--- config.mk ---
export PLATFORM = sky130hd
export DESIGN_NAME = writeback_arbiter
export DESIGN_NICKNAME = d
export VERILOG_FILES = /design/src/rtl/writeback_arbiter.sv
export SDC_FILE = /design/constraint.sdc
export NUM_CORES = 1
export LEC_CHECK = 0
export CAP_MARGIN = 15
export CORE_MARGIN = 1.5
export CORE_UTILIZATION = 49
export CTS_CLUSTER_DIAMETER = 200
export DETAILED_ROUTE_END_ITERATION = 8
export PLACE_DENSITY = 0.87
export SKIP_LAST_GASP = 1
export SYNTH_ARGS = -nofsm -noshare
export SYNTH_HDL_FRONTEND = slang
export SYNTH_SLANG_ARGS = --single-unit
--- constraint.sdc ---
create_clock -name Clk -period 3.2 [get_ports Clk]
set_input_delay 0.48 -clock Clk [delete_from_list [all_inputs] [get_ports Clk]]
set_output_delay 0.48 -clock Clk [all_outputs]
set_load 0.01 [all_outputs]
--- src/rtl/writeback_arbiter.sv ---
// Write-back arbiter: merges ALU and load results onto the register file's
// single write port, queueing load results that lose arbitration.
module writeback_arbiter #(
    parameter int DEPTH = 2,
    parameter int XLEN  = 32
) (
    input  logic                   Clk,
    input  logic                   Rst_n,
    input  logic                   AluValid,
    input  logic [4:0]             AluRd,
    input  logic [XLEN-1:0]        AluData,
    input  logic                   LdValid,
    output logic                   LdReady,
    input  logic [4:0]             LdRd,
    input  logic [XLEN-1:0]        LdData,
    output logic                   RegWEn,
    output logic [4:0]             AddrD,
    output logic [XLEN-1:0]        DataD,
    output logic [31:0]            Pending,
    output logic [$clog2(DEPTH):0] Count
);
    localparam int PW = $clog2(DEPTH);
    localparam int CW = PW + 1;

    typedef enum logic [1:0] {
        SrcNone,
        SrcAlu,
        SrcFifo,
        SrcBypass
    } src_e;

    logic [4:0]      fifoRd   [DEPTH];
    logic [XLEN-1:0] fifoData [DEPTH];
    logic [PW-1:0]   headPtr;
    logic [PW-1:0]   tailPtr;
    logic            outFromLoad;
    logic [DEPTH-1:0] entryValid;

    src_e            src;
    logic [4:0]      selRd;
    logic [XLEN-1:0] selData;
    logic            ldAccept;
    logic            push;
    logic            pop;

    assign LdReady  = (Count < CW'(DEPTH));
    assign ldAccept = LdValid && LdReady;

    // Fixed priority: ALU, then oldest queued load, then a bypassing load.
    // The bypass only fires on an empty FIFO so loads stay in order.
    always_comb begin
        src     = SrcNone;
        selRd   = AluRd;
        selData = AluData;
        if (AluValid) begin
            src = SrcAlu;
        end else if (Count != '0) begin
            src     = SrcFifo;
            selRd   = fifoRd[headPtr];
            selData = fifoData[headPtr];
        end else if (ldAccept) begin
            src     = SrcBypass;
            selRd   = LdRd;
            selData = LdData;
        end
    end

    assign push = ldAccept && (src != SrcBypass);
    assign pop  = (src == SrcFifo);

    always_ff @(posedge Clk or negedge Rst_n) begin
        if (!Rst_n) begin
            headPtr     <= '0;
            tailPtr     <= '0;
            Count       <= '0;
            RegWEn      <= 1'b0;
            AddrD       <= '0;
            DataD       <= '0;
            outFromLoad <= 1'b0;
        end else begin
            if (push) tailPtr <= tailPtr + PW'(1);
            if (pop)  headPtr <= headPtr + PW'(1);
            if (push && !pop)      Count <= Count + CW'(1);
            else if (pop && !push) Count <= Count - CW'(1);

            if (src != SrcNone) begin
                RegWEn      <= (selRd != 5'd0);
                AddrD       <= selRd;
                DataD       <= selData;
                outFromLoad <= (src != SrcAlu);
            end else begin
                RegWEn      <= 1'b0;
                outFromLoad <= 1'b0;
            end
        end
    end

    always_ff @(posedge Clk) begin
        if (push) begin
            fifoRd[tailPtr]   <= LdRd;
            fifoData[tailPtr] <= LdData;
        end
    end

    // An entry is live when its distance from the head is below the occupancy.
    for (genvar g = 0; g < DEPTH; g++) begin : gEntry
        logic [PW-1:0] offset;
        assign offset        = PW'(g) - headPtr;
        assign entryValid[g] = ({1'b0, offset} < Count);
    end

    always_comb begin
        Pending = '0;
        for (int i = 0; i < DEPTH; i++) begin
            if (entryValid[i]) Pending[fifoRd[i]] = 1'b1;
        end
        if (RegWEn && outFromLoad) Pending[AddrD] = 1'b1;
        Pending[0] = 1'b0;
    end

endmodule

==> impl_metrics.py <==
metrics = {
    "place": {
        "dpl_cell_area_um2": 7190,
        "io_buffers": 149,
        "place_congestion": 0.906,
        "dp_hpwl_um": 10400,
    },
    "power": {
        "sequentialPowerShare": 0.353,
        "switchingPower_w": 0.00213,
        "pwr-share-comb": 0.357,
        "p_int_w": 0.00429,
        "clkPwrFrac": 0.290,
        "irDropWorstVdd_mv": 0.555,
        "power.share.switching": 0.332,
        "leakagePower_nw": 2.88,
        "powerDensity_nw_per_um2": 826,
    },
    "worst_setup_path": {
        "arrival_ns": 2.54,
        "r2r_cells": 4,
        "cp.required_ns": 2.72,
        "endpoint_kind": "primary output",
        "cp_max_fo": 12,
        "crit_type": "reg2out",
        "cp-start-kind": "flip-flop",
    },
    "logic_synthesis": {
        "synth-seq-cells": 117,
        "yosys.area.top_type": "edfxtp_1",
        "synthTopCellsByArea": "edfxtp_1 (39%), dfrtp_1 (19%), mux2i_1 (6.6%), a22oi_1 (4.4%), nor2_1 (3.5%)",
        "synth.top_cell.area_share": 0.394,
        "synth_most_common_cell": "edfxtp_1",
        "synth_flop_cell": "edfxtp_1",
        "ys_seq_area_frac": 0.586,
        "avgSynthCellArea_um2": 11.3,
        "yosysWarnings": 0,
        "synthCells": 497,
        "syn-num-nets": 575,
        "ys_async_sr_fraction": 0.368,
        "synthesis.area_um2": 5630,
        "synth_cell_types": 40,
        "ys_top_cells_by_count": "edfxtp_1 (74), nor2_1 (52), dfrtp_1 (43), nand2_1 (42), o21ai_0 (38)",
        "synth_edf_count": 74,
    },
    "clocking": {
        "clock_sinks": 117,
        "clk_latency_ns": 0.41,
        "clockBufferDepth": 2,
        "clkTransAtPathRegs_ns": 0.05,
        "cts_hold_buf": 0,
        "cts_buffers": 17,
        "cts_root_buf": "clkbuf_16",
        "cts_tree": "yes",
        "htreeDepth": 4,
        "postCtsSetupRepairBufs": 0,
    },
    "detailed_routing": {
        "wl_um": 15000,
        "post_drt_wl_per_cell_um": 19.0,
        "via_count": 4662,
        "drtAntennaViolNets": 0,
        "drt_iter0_markers": 348,
        "vias_per_cell": 5.92,
        "dr.pass1.iters": 5,
        "drc_errors": 0,
    },
    "grt": {
        "grt_util_all_layers": 0.255,
        "grt_use_met2": 0.428,
        "grt.overflow.total": 0,
        "grt-busiest-layer": "met2",
        "met1_usage": 0.321,
        "grt_first_pass_wirelength_um": 23000,
        "antenna_found_initial": 1,
        "grt_max_degree": 78,
        "first_global_vias": 4535,
        "grtUsageMet3": 0.0617,
    },
    "die": {
        "die_h_um": 110,
        "ioPinCount": 151,
        "dieArea_um2": 12100,
        "row_count": 38,
        "floorplan.initialDensity": 0.511,
        "core_um2": 11000,
        "die_w_um": 110,
    },
    "timing": {
        "rsz0062_at_grt": "false",
        "worst_pin_slew_ns": 1.03,
        "fin_hold_ws_ns": 0.245,
        "max_slew_margin": 0.313,
        "period_minus_slack_ns": 3.02,
        "finalCritPeriodShare": 0.942,
        "fmax_mhz": 332,
        "tns_ns": 0,
        "hold_viol": 0,
        "setup_viol": 0,
        "maxSlewViolCount": 0,
        "fin_skew_ns": 0.0108,
    },
    "layout": {
        "final_area_um2": 7780,
        "final_nets": 713,
        "fill_cells": 764,
        "drive_gt1_frac": 0.0941,
        "n_antenna_cell": 0,
        "syn2layout_area_growth_pct": 38.1,
    },
    "flow_run": {
        "max_cap_violations": 0,
    },
    "run_status": {
        "status": "finished, final reports clean",
    },
    "worst_hold_path": {
        "min_path_type": "in2async",
    },
}
flip-flops by register name (all words and copies together), names as in the netlist:
register / flops
AddrD: 5
Count: 2
DataD: 32
RegWEn: 1
fifoData: 64
fifoRd: 10
headPtr: 1
outFromLoad: 1
tailPtr: 1
cells in the final DEF (no fill, tap or decap), drive strengths merged, types with 4 or more instances in the layout:
cell | synthesis | layout
clkdlybuf4s50 | 0 | 146
edfxtp | 74 | 74
nor2 | 52 | 52
o21ai | 50 | 50
dfrtp | 43 | 43
nand2 | 42 | 42
mux2i | 37 | 37
a22oi | 33 | 33
a31oi | 22 | 22
clkbuf | 16 | 21
a21oi | 16 | 16
o221ai | 16 | 16
buf | 25 | 14
mux2 | 11 | 11
clkinv | 0 | 8
nor3 | 7 | 7
nand3b | 6 | 6
o22ai | 5 | 5
inv | 4 | 4
nor3b | 4 | 4
and3 | 4 | 4
or3b | 4 | 4
worst max-delay path, cell delays in order (launching register included):
cell and delay, ns:
dfrtp_1 0.57, a21oi_1 0.18, or3b_1 0.55, o221ai_1 0.25, clkdlybuf4s50_1 0.57
metal layers:
metal,share of wire,vias to the layer above
met1,0.40,2237
met2,0.50,237
li1,-,2160
met3,0.081,26
met4,0.017,2
met5,0.00087,-
metrics by stage:
stage / std cells / setup slack [ns] / util / total power (W)
finish: 788 / 0.184 / 0.705 / 0.00642
global route: 788 / 0.0197 / 0.705 / 0.00672
CTS: 788 / 0.132 / 0.705 / 0.00643
detailed placement: 756 / 0.558 / 0.652 / 0.00455
global placement: 756 / 0.583 / 0.652 / 0.00448
floorplan: 497 / 0.162 / - / 0.00359
logic make-up (layout without fill, tap and decap cells):
kind of cell,after synthesis,count (layout),share of synthesized area
buffers and inverters,45,196,0.0393
AO/OA/AOI/OAI,151,151,0.172
other,1,1,0.000666
AND/OR/NAND/NOR,132,132,0.110
flip-flops,117,117,0.586
XOR/XNOR,3,3,0.00467
multiplexers,48,48,0.0877
worst paths after layout:
check,startpoint,endpoint,slack [ns]
min in group Clk,DataD[12]$_DFFE_PN0P_,DataD[12]$_DFFE_PN0P_,0.50
max,Count[0]$_DFFE_PN0P_,Pending[22],0.18
min reg2reg,DataD[12]$_DFFE_PN0P_,DataD[12]$_DFFE_PN0P_,0.50
min,Rst_n,DataD[4]$_DFFE_PN0P_,0.25
max in group asynchronous,Rst_n,headPtr$_DFFE_PN0N_,2.22
max reg2reg,Count[1]$_DFFE_PN0P_,fifoData[1][26]$_DFFE_PP_,0.97
power groups by stage:
stage | clock (W) | sequential, W | combinational (W)
3_3_place_gp | 0 | 0.00226 | 0.00222
5_1_grt | 0.00194 | 0.00231 | 0.00248
4_1_cts | 0.00188 | 0.00226 | 0.00229
3_5_place_dp | 0 | 0.00228 | 0.00227
6_report | 0.00186 | 0.00227 | 0.00229
2_1_floorplan | 0 | 0.00224 | 0.00135
area by class of cell:
type	count	area, um^2	share of cell area
Inverter	4	15.0	0.00193
Multi-Input combinational cell	335	2130	0.274
Clock buffer	21	450	0.0579
Timing Repair Buffer	160	1580	0.203
Tap cell	140	175	0.0225
Clock inverter	11	133	0.0170
Sequential cell	117	3300	0.424
repair_timing:
item,CTS,global route
setup endpoints to repair,0,2
endpoints found under the hold margin,0,0
gates resized for setup,0,1
Note: power is estimated with default switching activity, not from simulation.
==> patch: new RTL, same settings <==
`XLEN`: 32 -> 16.
--- a/src/rtl/writeback_arbiter.sv
+++ b/src/rtl/writeback_arbiter.sv
@@ -2,7 +2,7 @@
 // single write port, queueing load results that lose arbitration.
 module writeback_arbiter #(
     parameter int DEPTH = 2,
-    parameter int XLEN  = 32
+    parameter int XLEN  = 16
 ) (
     input  logic                   Clk,
     input  logic                   Rst_n,
Interface: changed (resized AluData, DataD and LdData); port bits go from 151 to 103. No check against the original RTL was run, so the function may have changed too.
==> patch against the original RTL <==
  * Design area shrank 36%
  * Sequential share of layout area shrank 3.6 points
  * Routed wire length shrank 34%
  * Setup slack gained 0.071 ns
  * Total power shrank 43%
  * Synthesized area shrank 34%
  * Sequential cell count shrank 48
  * Via count shrank 31%
  * Largest cell class unchanged
  * Clock skew grew 0.0012 ns
  * First-iteration DRC count shrank 13%
  * Maximum frequency grew 2.4%
==> patch: results (changes against the original RTL) <==
outcome:
  status: "complete, no violations"
global_route:
  grt_max_degree: 32  # -59%
  first_global_vias: 3305  # -27%
  grt_pass1_wl_um: 16300  # -29%
  grt.met3_usage_pct: 5.67  # -0.50 points
  use_met2_pct: 43.4  # +0.62 points
  grtUsageTotal_pct: 25.3  # -0.27 points
  use_met1_pct: 30.5  # -1.7 points
detailed_routing:
  wl_um: 9910  # -34%
  dr_wl_met3_um: 641  # -47%
  drtIter0Drc: 302  # -13%
  drt-vias-per-instance: 5.88  # -0.67%
  wl_met1_um: 4020  # -33%
synth:
  async_flop_share_pct: 39.1  # +2.4 points
  synth_edf_count: 42  # -43%
  ys_seq_area_share_pct: 52.2  # -6.4 points
  synthMuxAreaShare_pct: 7.79  # -0.99 points
  synth_compound_gate_area_share_pct: 19.7  # +2.5 points
  avgSynthCellArea_um2: 10.6  # -6.4%
placement:
  place_inst: 535  # -29%
  dpl.hpwl_um: 7010  # -32%
  io_buffers: 101  # -32%
  place_congestion: 0.891  # -1.7%
finish:
  finalNonFillerCells: 551  # -30%
  top_regs: "fifoData x32, DataD x16, fifoRd x10"
  fin_nets: 493  # -31%
worst_setup_path:
  r2r_slack_ns: 1.02  # +0.05 ns
  critPathTopFamily: "buffers and inverters"
  r2r-end: "AddrD[4]"
  cpPeakStageDelay_ns: 0.49  # -0.08 ns
  cp-endpoint: "Pending[21]"
  cp_slowest_cell: "clkdlybuf4s50_1"
  cp.arrival_ns: 2.46  # -0.08 ns
sta:
  skew_ns: 0.0120  # +0.00116 ns
clock_tree:
  cts_root_buf: "clkbuf_8"
  clkTransAtPathRegs_ns: 0.08  # +0.03 ns
  cts_htree_levels: 3  # -1
pwr:
  ir_drop_mv: 0.448  # -19%
  p_leak_uw: 0.00185  # -36%
-- patch: changes by cell type after synthesis, moves of 15 or more --
cell      before  now
a31oi_1       22    7
o221ai_1      16    0
nand2_1       42   25
nor2_1        52   33
edfxtp_1      74   42
mux2i_1       37   21
dfrtp_1       43   27
-- patch: metrics by stage --
step           utilization, %  hold slack (ns)  total power [µW]  setup slack [ns]  instance area (µm²)
6_report                 68.5            0.518              3680             0.255                 4990
5_1_grt                  68.5            0.534              3890           0.00178                 4990
4_1_cts                  68.5            0.519              3680             0.253                 4990
3_5_place_dp             65.8            0.502              2980             0.636                 4800
3_3_place_gp             65.8            0.490              2930             0.687                 4800
2_1_floorplan               -            0.184              2340             0.809                 3710
-- patch: power groups by stage --
| stage | sequential (µW) | clock [µW] | combinational, µW |
|---|---|---|---|
| after floorplan | 1330 | 0 | 1000 |
| final | 1390 | 691 | 1600 |
| after global placement | 1390 | 0 | 1550 |
| after global routing | 1420 | 747 | 1730 |
| after detailed placement | 1400 | 0 | 1580 |
| after CTS | 1390 | 699 | 1600 |
-- patch: logic make-up after synthesis --
logic type | count (synthesis)
AND/OR/NAND/NOR | 103
XOR/XNOR | 3
AO/OA/AOI/OAI | 108
buffers and inverters | 38
multiplexers | 28
other | 1
flip-flops | 69
-- patch: layout make-up --
cell class	count	area, µm²
fill	569	2300
sequential	69	1940
multi-input combinational	243	1590
timing repair buffer	116	1120
clock buffer	12	145
tap	99	124
clock inverter	4	47.5
inverter	8	30.0
-- patch: worst register-to-register path, cell delays in order (launching register included) --
cell	delay, ns
dfrtp_1	0.51
or2_1	0.37
buf_4	0.24
nor3_2	0.48
buf_4	0.29
nand2_1	0.07
o21ai_0	0.12
